`config.mk`:
```
export PLATFORM = sky130hd
export DESIGN_NAME = eh2_lsu_dccm_wrbuf
export DESIGN_NICKNAME = d
export VERILOG_FILES = /design/src/rtl/eh2_pkg.sv /design/src/rtl/eh2_lsu_dccm_wrbuf.sv
export SDC_FILE = /design/constraint.sdc
export NUM_CORES = 1
export LEC_CHECK = 0
export ABC_AREA = 1
export CAP_MARGIN = 0
export CORE_MARGIN = 2
export CORE_UTILIZATION = 50
export DETAILED_ROUTE_END_ITERATION = 8
export PLACE_DENSITY_LB_ADDON = 0.15
export SETUP_SLACK_MARGIN = 0.5
export SLEW_MARGIN = 15
export SYNTH_ARGS = -nofsm -noshare
export SYNTH_HDL_FRONTEND = slang
export SYNTH_SLANG_ARGS = --single-unit
```
`constraint.sdc`:
```
create_clock -name clk -period 9.3 [get_ports clk]
set_input_delay 2.325 -clock clk [delete_from_list [all_inputs] [get_ports clk]]
set_output_delay 2.325 -clock clk [all_outputs]
set_load 0.02 [all_outputs]
```
`src/rtl/eh2_pkg.sv`:
```
// Core configuration parameters shared by EH2 LSU blocks.
// Only the fields needed by the DCCM write buffer are carried here.
package eh2_pkg;

  typedef struct packed {
    int DCCM_BITS;
    int DCCM_FDATA_WIDTH;
  } eh2_param_t;

  localparam eh2_param_t PARAM_DEFAULT = '{DCCM_BITS: 16, DCCM_FDATA_WIDTH: 39};

endpackage

```
`src/rtl/eh2_lsu_dccm_wrbuf.sv`:
```
// DCCM store write buffer: circular FIFO with youngest-entry coalescing,
// read forwarding and opportunistic drain that yields to LSU reads until starved.
module eh2_lsu_dccm_wrbuf
  import eh2_pkg::*;
#(
  parameter eh2_param_t pt         = PARAM_DEFAULT,
  parameter int         DEPTH      = 4,
  parameter int         STARVE_MAX = 7
) (
  input  logic                           clk,
  input  logic                           rst_l,
  input  logic                           wr_valid,
  output logic                           wr_ready,
  input  logic [pt.DCCM_BITS-1:0]        wr_addr,
  input  logic [pt.DCCM_FDATA_WIDTH-1:0] wr_data,
  input  logic                           flush_req,
  input  logic                           rd_req,
  input  logic [pt.DCCM_BITS-1:0]        rd_addr,
  output logic                           rd_hit,
  output logic [pt.DCCM_FDATA_WIDTH-1:0] rd_fwd_data,
  output logic                           rd_blocked,
  output logic                           dccm_wren,
  output logic [pt.DCCM_BITS-1:0]        dccm_wr_addr_lo,
  output logic [pt.DCCM_BITS-1:0]        dccm_wr_addr_hi,
  output logic [pt.DCCM_FDATA_WIDTH-1:0] dccm_wr_data_lo,
  output logic [pt.DCCM_FDATA_WIDTH-1:0] dccm_wr_data_hi,
  output logic                           empty
);

  localparam int AW = pt.DCCM_BITS;
  localparam int DW = pt.DCCM_FDATA_WIDTH;
  localparam int PW = $clog2(DEPTH);
  localparam int CW = $clog2(DEPTH + 1);

  localparam logic [CW-1:0] DEPTH_C  = CW'(DEPTH);
  localparam logic [2:0]    STARVE_C = 3'(STARVE_MAX);

  logic [CW-1:0] count_reg;
  logic [PW-1:0] head_reg;
  logic [PW-1:0] tail_reg;
  logic [2:0]    starve_reg;

  logic [AW-1:0] addr_mem [DEPTH];
  logic [DW-1:0] data_mem [DEPTH];

  logic          full;
  logic          accept;
  logic          drain;
  logic          coalesce;
  logic          push;
  logic [PW-1:0] youngest_idx;
  logic [PW-1:0] wr_idx;

  assign full         = (count_reg == DEPTH_C);
  assign wr_ready     = (count_reg < DEPTH_C) & ~flush_req;
  assign accept       = wr_valid & wr_ready;
  assign youngest_idx = tail_reg - PW'(1);

  assign drain = (count_reg != '0) &
                 (~rd_req | full | flush_req | (starve_reg == STARVE_C));

  // A lone entry leaving this cycle cannot absorb the new store; it is pushed behind it.
  assign coalesce = accept & (count_reg != '0) &
                    (addr_mem[youngest_idx] == wr_addr) &
                    ~(drain & (count_reg == CW'(1)));
  assign push     = accept & ~coalesce;
  assign wr_idx   = coalesce ? youngest_idx : tail_reg;

  always_ff @(posedge clk or negedge rst_l) begin
    if (!rst_l) begin
      count_reg  <= '0;
      head_reg   <= '0;
      tail_reg   <= '0;
      starve_reg <= '0;
    end else begin
      if (push)
        tail_reg <= tail_reg + PW'(1);
      if (drain)
        head_reg <= head_reg + PW'(1);

      if (push && !drain)
        count_reg <= count_reg + CW'(1);
      else if (!push && drain)
        count_reg <= count_reg - CW'(1);

      if ((count_reg == '0) || drain)
        starve_reg <= '0;
      else if (rd_req && (starve_reg != STARVE_C))
        starve_reg <= starve_reg + 3'd1;
    end
  end

  // Entry storage carries no reset; validity comes from head/count alone.
  always_ff @(posedge clk) begin
    if (accept) begin
      addr_mem[wr_idx] <= wr_addr;
      data_mem[wr_idx] <= wr_data;
    end
  end

  // Per-age match, oldest at age 0, so the highest matching age is the youngest store.
  logic [DEPTH-1:0] age_match;
  logic [DW-1:0]    age_data [DEPTH];

  for (genvar gi = 0; gi < DEPTH; gi++) begin : g_age
    logic [PW-1:0] idx;
    assign idx           = head_reg + PW'(gi);
    assign age_match[gi] = (CW'(gi) < count_reg) && (addr_mem[idx] == rd_addr);
    assign age_data[gi]  = data_mem[idx];
  end

  logic          fwd_hit_next;
  logic [DW-1:0] fwd_data_next;

  always_comb begin
    fwd_hit_next  = 1'b0;
    fwd_data_next = '0;
    for (int k = 0; k < DEPTH; k++) begin
      if (age_match[k]) begin
        fwd_hit_next  = 1'b1;
        fwd_data_next = age_data[k];
      end
    end
  end

  assign rd_hit      = rd_req & fwd_hit_next;
  assign rd_fwd_data = rd_hit ? fwd_data_next : '0;
  assign rd_blocked  = rd_req & drain;

  assign dccm_wren       = drain;
  assign dccm_wr_addr_lo = drain ? addr_mem[head_reg] : '0;
  assign dccm_wr_addr_hi = drain ? addr_mem[head_reg] : '0;
  assign dccm_wr_data_lo = drain ? data_mem[head_reg] : '0;
  assign dccm_wr_data_hi = drain ? data_mem[head_reg] : '0;

  assign empty = (count_reg == '0);

endmodule
```
# After elaboration in Yosys (flattened, before gate mapping)
# Memories as Yosys holds them, arrays and structs flattened.
# Cells that the tools add are included.
# totals
register_bits	10
mem_bits_rw	220
inputBits	76
n_memories	2
# classes
addsub	8
order_cmp	5
n_eq_ne	9
mux	18
bitwise_logic	17
reduce_logical	14
# memory_table
memory	depth	word_bits	rd	rd_ports_with_merged_regs	write_ports	line_no	text
data_mem	4	39	4	0	1	eh2_lsu_dccm_wrbuf.sv:44	logic [DW-1:0] data_mem [DEPTH];
addr_mem	4	16	5	0	1	eh2_lsu_dccm_wrbuf.sv:43	logic [AW-1:0] addr_mem [DEPTH];
# op_table
operator	count
two-way mux 39 bit	6
equality test 16 bit	5
two-way mux 16 bit	1
two-way mux 3 bit	4
bitwise AND 1 bit	10
logical AND 1 bit	7
adder 3 x 1 -> 3 bit, second input constant	2
equality test 3 bit, second input constant	2
less-than comparator 1 x 3 -> 1 bit, first input constant	2
less-than comparator 2 x 3 -> 1 bit, first input constant	2
two-way mux 1 bit	6
adder 2 x 1 -> 2 bit, second input constant	2
adder 2 bit, second input constant	2
NOT 1 bit	4
nonzero test 2 bit	2
equality test 3 x 1 -> 1 bit, second input constant	1
zero test 3 bit	1
less-than comparator 3 bit, second input constant	1
inequality test 3 bit, second input constant	1
OR 1 bit	3
nonzero test 3 bit	1
subtractor 3 x 1 -> 3 bit, second input constant	1
zero test 1 bit	2
two-way mux 2 bit	1
2 further kinds	2

# Longest topological paths before layout
# depth
ltp_word	14
mapped_depth	20
depth_no_buf	19

# Worst setup path after synthesis
# No wires, ideal clock.
# synth_path
kind	in2reg
startpoint	in flush_req
endpoint	mem addr_mem[2][0] (netlist bit) (enable)
setup_time_ns	0.468
t_arrival_ns	5.705
t_required_ns	8.832
path_slack_ns	3.127
cell_stages	9
path_cell_list	nor3b_1 -> nand3_1 -> nor2_1 -> nand2_1 -> nor2_1 -> nand3_1 -> nand2_1 -> nand3_1 -> nor2_1
# synth_between
elab_chain_len	7
word_cells_on_any_way	14
classes_between	mux: 3; bitwise: 11
# synth_lines
element	line_no	text
start: declaration	eh2_lsu_dccm_wrbuf.sv:16	input logic flush_req,
NOT 1 bit / OR 1 bit (equally long branches)	eh2_lsu_dccm_wrbuf.sv:55, eh2_lsu_dccm_wrbuf.sv:60	
bitwise AND 1 bit / OR 1 bit (equally long branches)	eh2_lsu_dccm_wrbuf.sv:55, eh2_lsu_dccm_wrbuf.sv:60	
bitwise AND 1 bit (on tied branches)	eh2_lsu_dccm_wrbuf.sv:56, eh2_lsu_dccm_wrbuf.sv:59	
bitwise AND 1 bit (on tied branches)	eh2_lsu_dccm_wrbuf.sv:63, eh2_lsu_dccm_wrbuf.sv:65	
bitwise AND 1 bit / NOT 1 bit (equally long branches)	eh2_lsu_dccm_wrbuf.sv:63, eh2_lsu_dccm_wrbuf.sv:65	
bitwise AND 1 bit	eh2_lsu_dccm_wrbuf.sv:64	(addr_mem[youngest_idx] == wr_addr) &
two-way mux 2 bit	eh2_lsu_dccm_wrbuf.sv:67	assign wr_idx = coalesce ? youngest_idx : tail_reg;
end: declaration	eh2_lsu_dccm_wrbuf.sv:43	
# Several ways; a longest one is shown, not always the timed one.

# Worst setup path in the final report
# layout_path
startpoint	in rd_addr[3]
endpoint	out rd_fwd_data[5]
# layout_between
elab_chain_len	8
word_cells_on_any_way	18
classes_between	eq/ne: 4; mux: 9; bitwise: 1; reduce/logical: 4
# layout_lines
element	line_no	text
start: declaration	eh2_lsu_dccm_wrbuf.sv:18	input logic [pt.DCCM_BITS-1:0] rd_addr,
equality test 16 bit	eh2_lsu_dccm_wrbuf.sv:108	assign age_match[gi] = (CW'(gi) < count_reg) && (addr_mem[idx] == rd_addr);
logical AND 1 bit	eh2_lsu_dccm_wrbuf.sv:108	
two-way mux 1 bit (4 in a row)	eh2_lsu_dccm_wrbuf.sv:119	if (age_match[k]) begin
bitwise AND 1 bit	eh2_lsu_dccm_wrbuf.sv:126	assign rd_hit = rd_req & fwd_hit_next;
two-way mux 39 bit *	eh2_lsu_dccm_wrbuf.sv:127	assign rd_fwd_data = rd_hit ? fwd_data_next : '0;
end: declaration	eh2_lsu_dccm_wrbuf.sv:20	output logic [pt.DCCM_FDATA_WIDTH-1:0] rd_fwd_data,
# Every way passes the cells marked *; elsewhere a longest branch is shown, timed or not.

==> impl_metrics.toml <==
[power_and_ir_drop]
pwr-share-clk_pct = 16.2
switching_share_pct = 50.63
p_seq_share_pct = 20.0
comb_power_share_pct = 63.8
ir_drop_v = 0.0003658
powerDensity_mw_per_mm2 = 330.3
p_leak_nw = 8.281
p_sw_mw = 3.309
p_int_mw = 3.226

[cts]
cts_buffer_depth = 3
cts_max_level = 1
numClockSinks = 230
cts_tree = "built"
clk_latency_ns = 0.56
post_cts_buffers = 0
cts-buffers-inserted = 26
cts_root_buffer = "clkbuf_16"
holdBufCountCts = 0
cts-resized-gates = 0
path_clk_slew_ns = 0.06

[finish]
design_area_mm2 = 0.01978
top_regs = "data_mem x156, addr_mem x64"
areaGrowthSynthToFinish_pct = 16.98
largest_reg_flops = 156
fin_nets = 2652
drive_above_1_share_pct = 3.476
top_register = "data_mem"

[timing]
finalClockSkew_ns = 0.03225
tns_ns = 0
min_period_ns = 8.026
rsz0062_at_grt = "no"
tightest_slew_ns = 1.014
whs_ns = 0.4311
hold_violations = 0
setup_viol = 0
final_max_slew_viol_count = 0
timing.final.crit_share_pct = 86.30
slew_headroom_pct = 32.21
max_freq_mhz = 124.6

[grt]
gr-usage-met2_pct = 48.29
grt_pass1_vias = 15240
grt_most_used_layer = "met2"
antenna_found_initial = 5
track_usage_pct = 29.73
gr-total-overflow = 0
grt_max_degree = 153
grt_pass1_wl_um = 82890
met3_usage_pct = 3.687
grt_use_met1_pct = 41.55

[placed_design]
gp_congestion = 0.9815
placed_cell_area_mm2 = 0.01888
port_buffers = 229
detailed_place_hpwl_um = 35370

[logic_synthesis]
synth_top_area_cell = "edfxtp_1"
synth_cells = 2497
avgSynthCellArea_um2 = 6.772
synthTopCellsByCount = "nand2_1, o21ai_0, edfxtp_1"
netlist.area_leader.share_pct = 39.07
yosysSeqAreaShare_pct = 40.55
synth_most_common_cell = "nand2_1"
yosys-top-cells-area = "edfxtp_1, nand2_1, o21ai_0"
synthArstFlopShare_pct = 4.348
synth_cell_types = 35
syn-cell-area_mm2 = 0.01691
synth_edf_count = 220
synthFlopType = "edfxtp_1"
yosysWarnings = 0
ys_ff_latch = 230
syn_nets = 2580

[setup_path]
required_ns = 6.98
end_kind = "primary output"
path_max_fanout = 29
critPathArrivalTime_ns = 5.70
crit_type = "in -> out"
crit_path_start_kind = "input pin"
reg2reg_slack_ns = 4.03

[floorplan]
start_util_pct = 50.56
core_region_area_mm2 = 0.03345
ios = 230
dieHeight_um = 187.9
row_count = 67
dieArea_mm2 = 0.03531
die_x_um = 187.9

[route]
drc = 0
drtPass1Iterations = 8
ant_nets = 0
wl_per_cell_um = 17.62
num_vias = 16910
vias_per_cell = 5.558
initialDrtViolationCount = 1816
finalWirelength_um = 53590

[flow_run]
drv_cap = 0

[min_path]
hold_path_class = "reg -> reg"

[outcome]
status = "finished, final reports clean"
## cell families after synthesis
group | Yosys count | share of synthesized area (%)
AO/OA/AOI/OAI | 434 | 13.16
XOR/XNOR | 16 | 0.8287
adder cells (fa/ha/maj) | 7 | 0.5179
buffers and inverters | 423 | 11.57
flip-flops | 230 | 40.55
AND/OR/NAND/NOR | 1387 | 33.37
## power groups by stage
| stage | Clock (mW) | Combinational [mW] | Sequential [mW] |
|---|---|---|---|
| final | 1.06 | 4.17 | 1.31 |
| after global routing | 1.11 | 4.58 | 1.32 |
| after global placement | 0 | 4.07 | 1.32 |
| after detailed placement | 0 | 4.11 | 1.33 |
| after CTS | 1.07 | 4.12 | 1.30 |
| after floorplan | 0 | 3.00 | 1.29 |
## per-layer routing
layer | wire length [µm] | share of wire, %
met3 | 4919 | 9.2
met2 | 24290 | 45
met1 | 23100 | 43
met5 | 0 | 0
met4 | 1283 | 2.4
## final cells by class
class	count	area [µm²]
sequential	230	6860
inverter	212	800.8
antenna	5	12.51
clock inverter	13	158.9
clock buffer	35	724.4
timing repair buffer	255	2491
fill	3118	13670
tap	448	560.5
multi-input combinational	1844	8173
## through the flow
step	worst slack (ns)	utilization, %	std cells	total power, mW
final	1.274	59.14	3042	6.534
after floorplan	3.127	-	2497	4.282
after global placement	1.391	56.45	2989	5.390
after CTS	1.350	59.09	3037	6.497
after global routing	1.127	59.13	3040	7.005
after detailed placement	1.354	56.45	2989	5.435
## critical path: stages
cell,delay (ns)
clkdlybuf4s50_1,0.64
inv_1,0.13
nand3_1,0.10
nand2_1,0.06
inv_1,0.07
nand2_1,0.06
nor2_1,0.18
nand3_1,0.16
nor2_4,0.12
nor2_1,0.07
nand2_2,0.63
buf_4,0.28
nand3_1,0.07
a21oi_1,0.15
clkdlybuf4s50_1,0.63
## cell usage in the layout (no fill, tap or decap), types with 4 or more instances in the layout
cell type / count
o211ai_1: 9
clkbuf_1: 5
nand4_1: 47
dfrtp_1: 9
edfxtp_1: 220
a22oi_1: 6
nand3_1: 210
o21ai_0: 318
o21ai_1: 42
nand2_1: 914
inv_1: 208
clkdlybuf4s50_1: 229
buf_4: 25
a21oi_1: 52
clkbuf_8: 4
nor2_4: 9
ha_1: 7
nor2_1: 192
xor2_1: 14
clkbuf_16: 26
diode_2: 5
## path summary, 6_finish.rpt
kind,cells past startpoint,endpoint,from
max,15,rd_fwd_data[5],rd_addr[3]
min,1,starve_reg[0],starve_reg[0]
max reg2reg,14,data_mem[2][34],tail_reg[0]
min reg2reg,1,starve_reg[0],starve_reg[0]
max in group asynchronous,1,head_reg[0],rst_l
min in group asynchronous,1,starve_reg[0],rst_l
No activity file was read; power rests on OpenSTA's default activity.
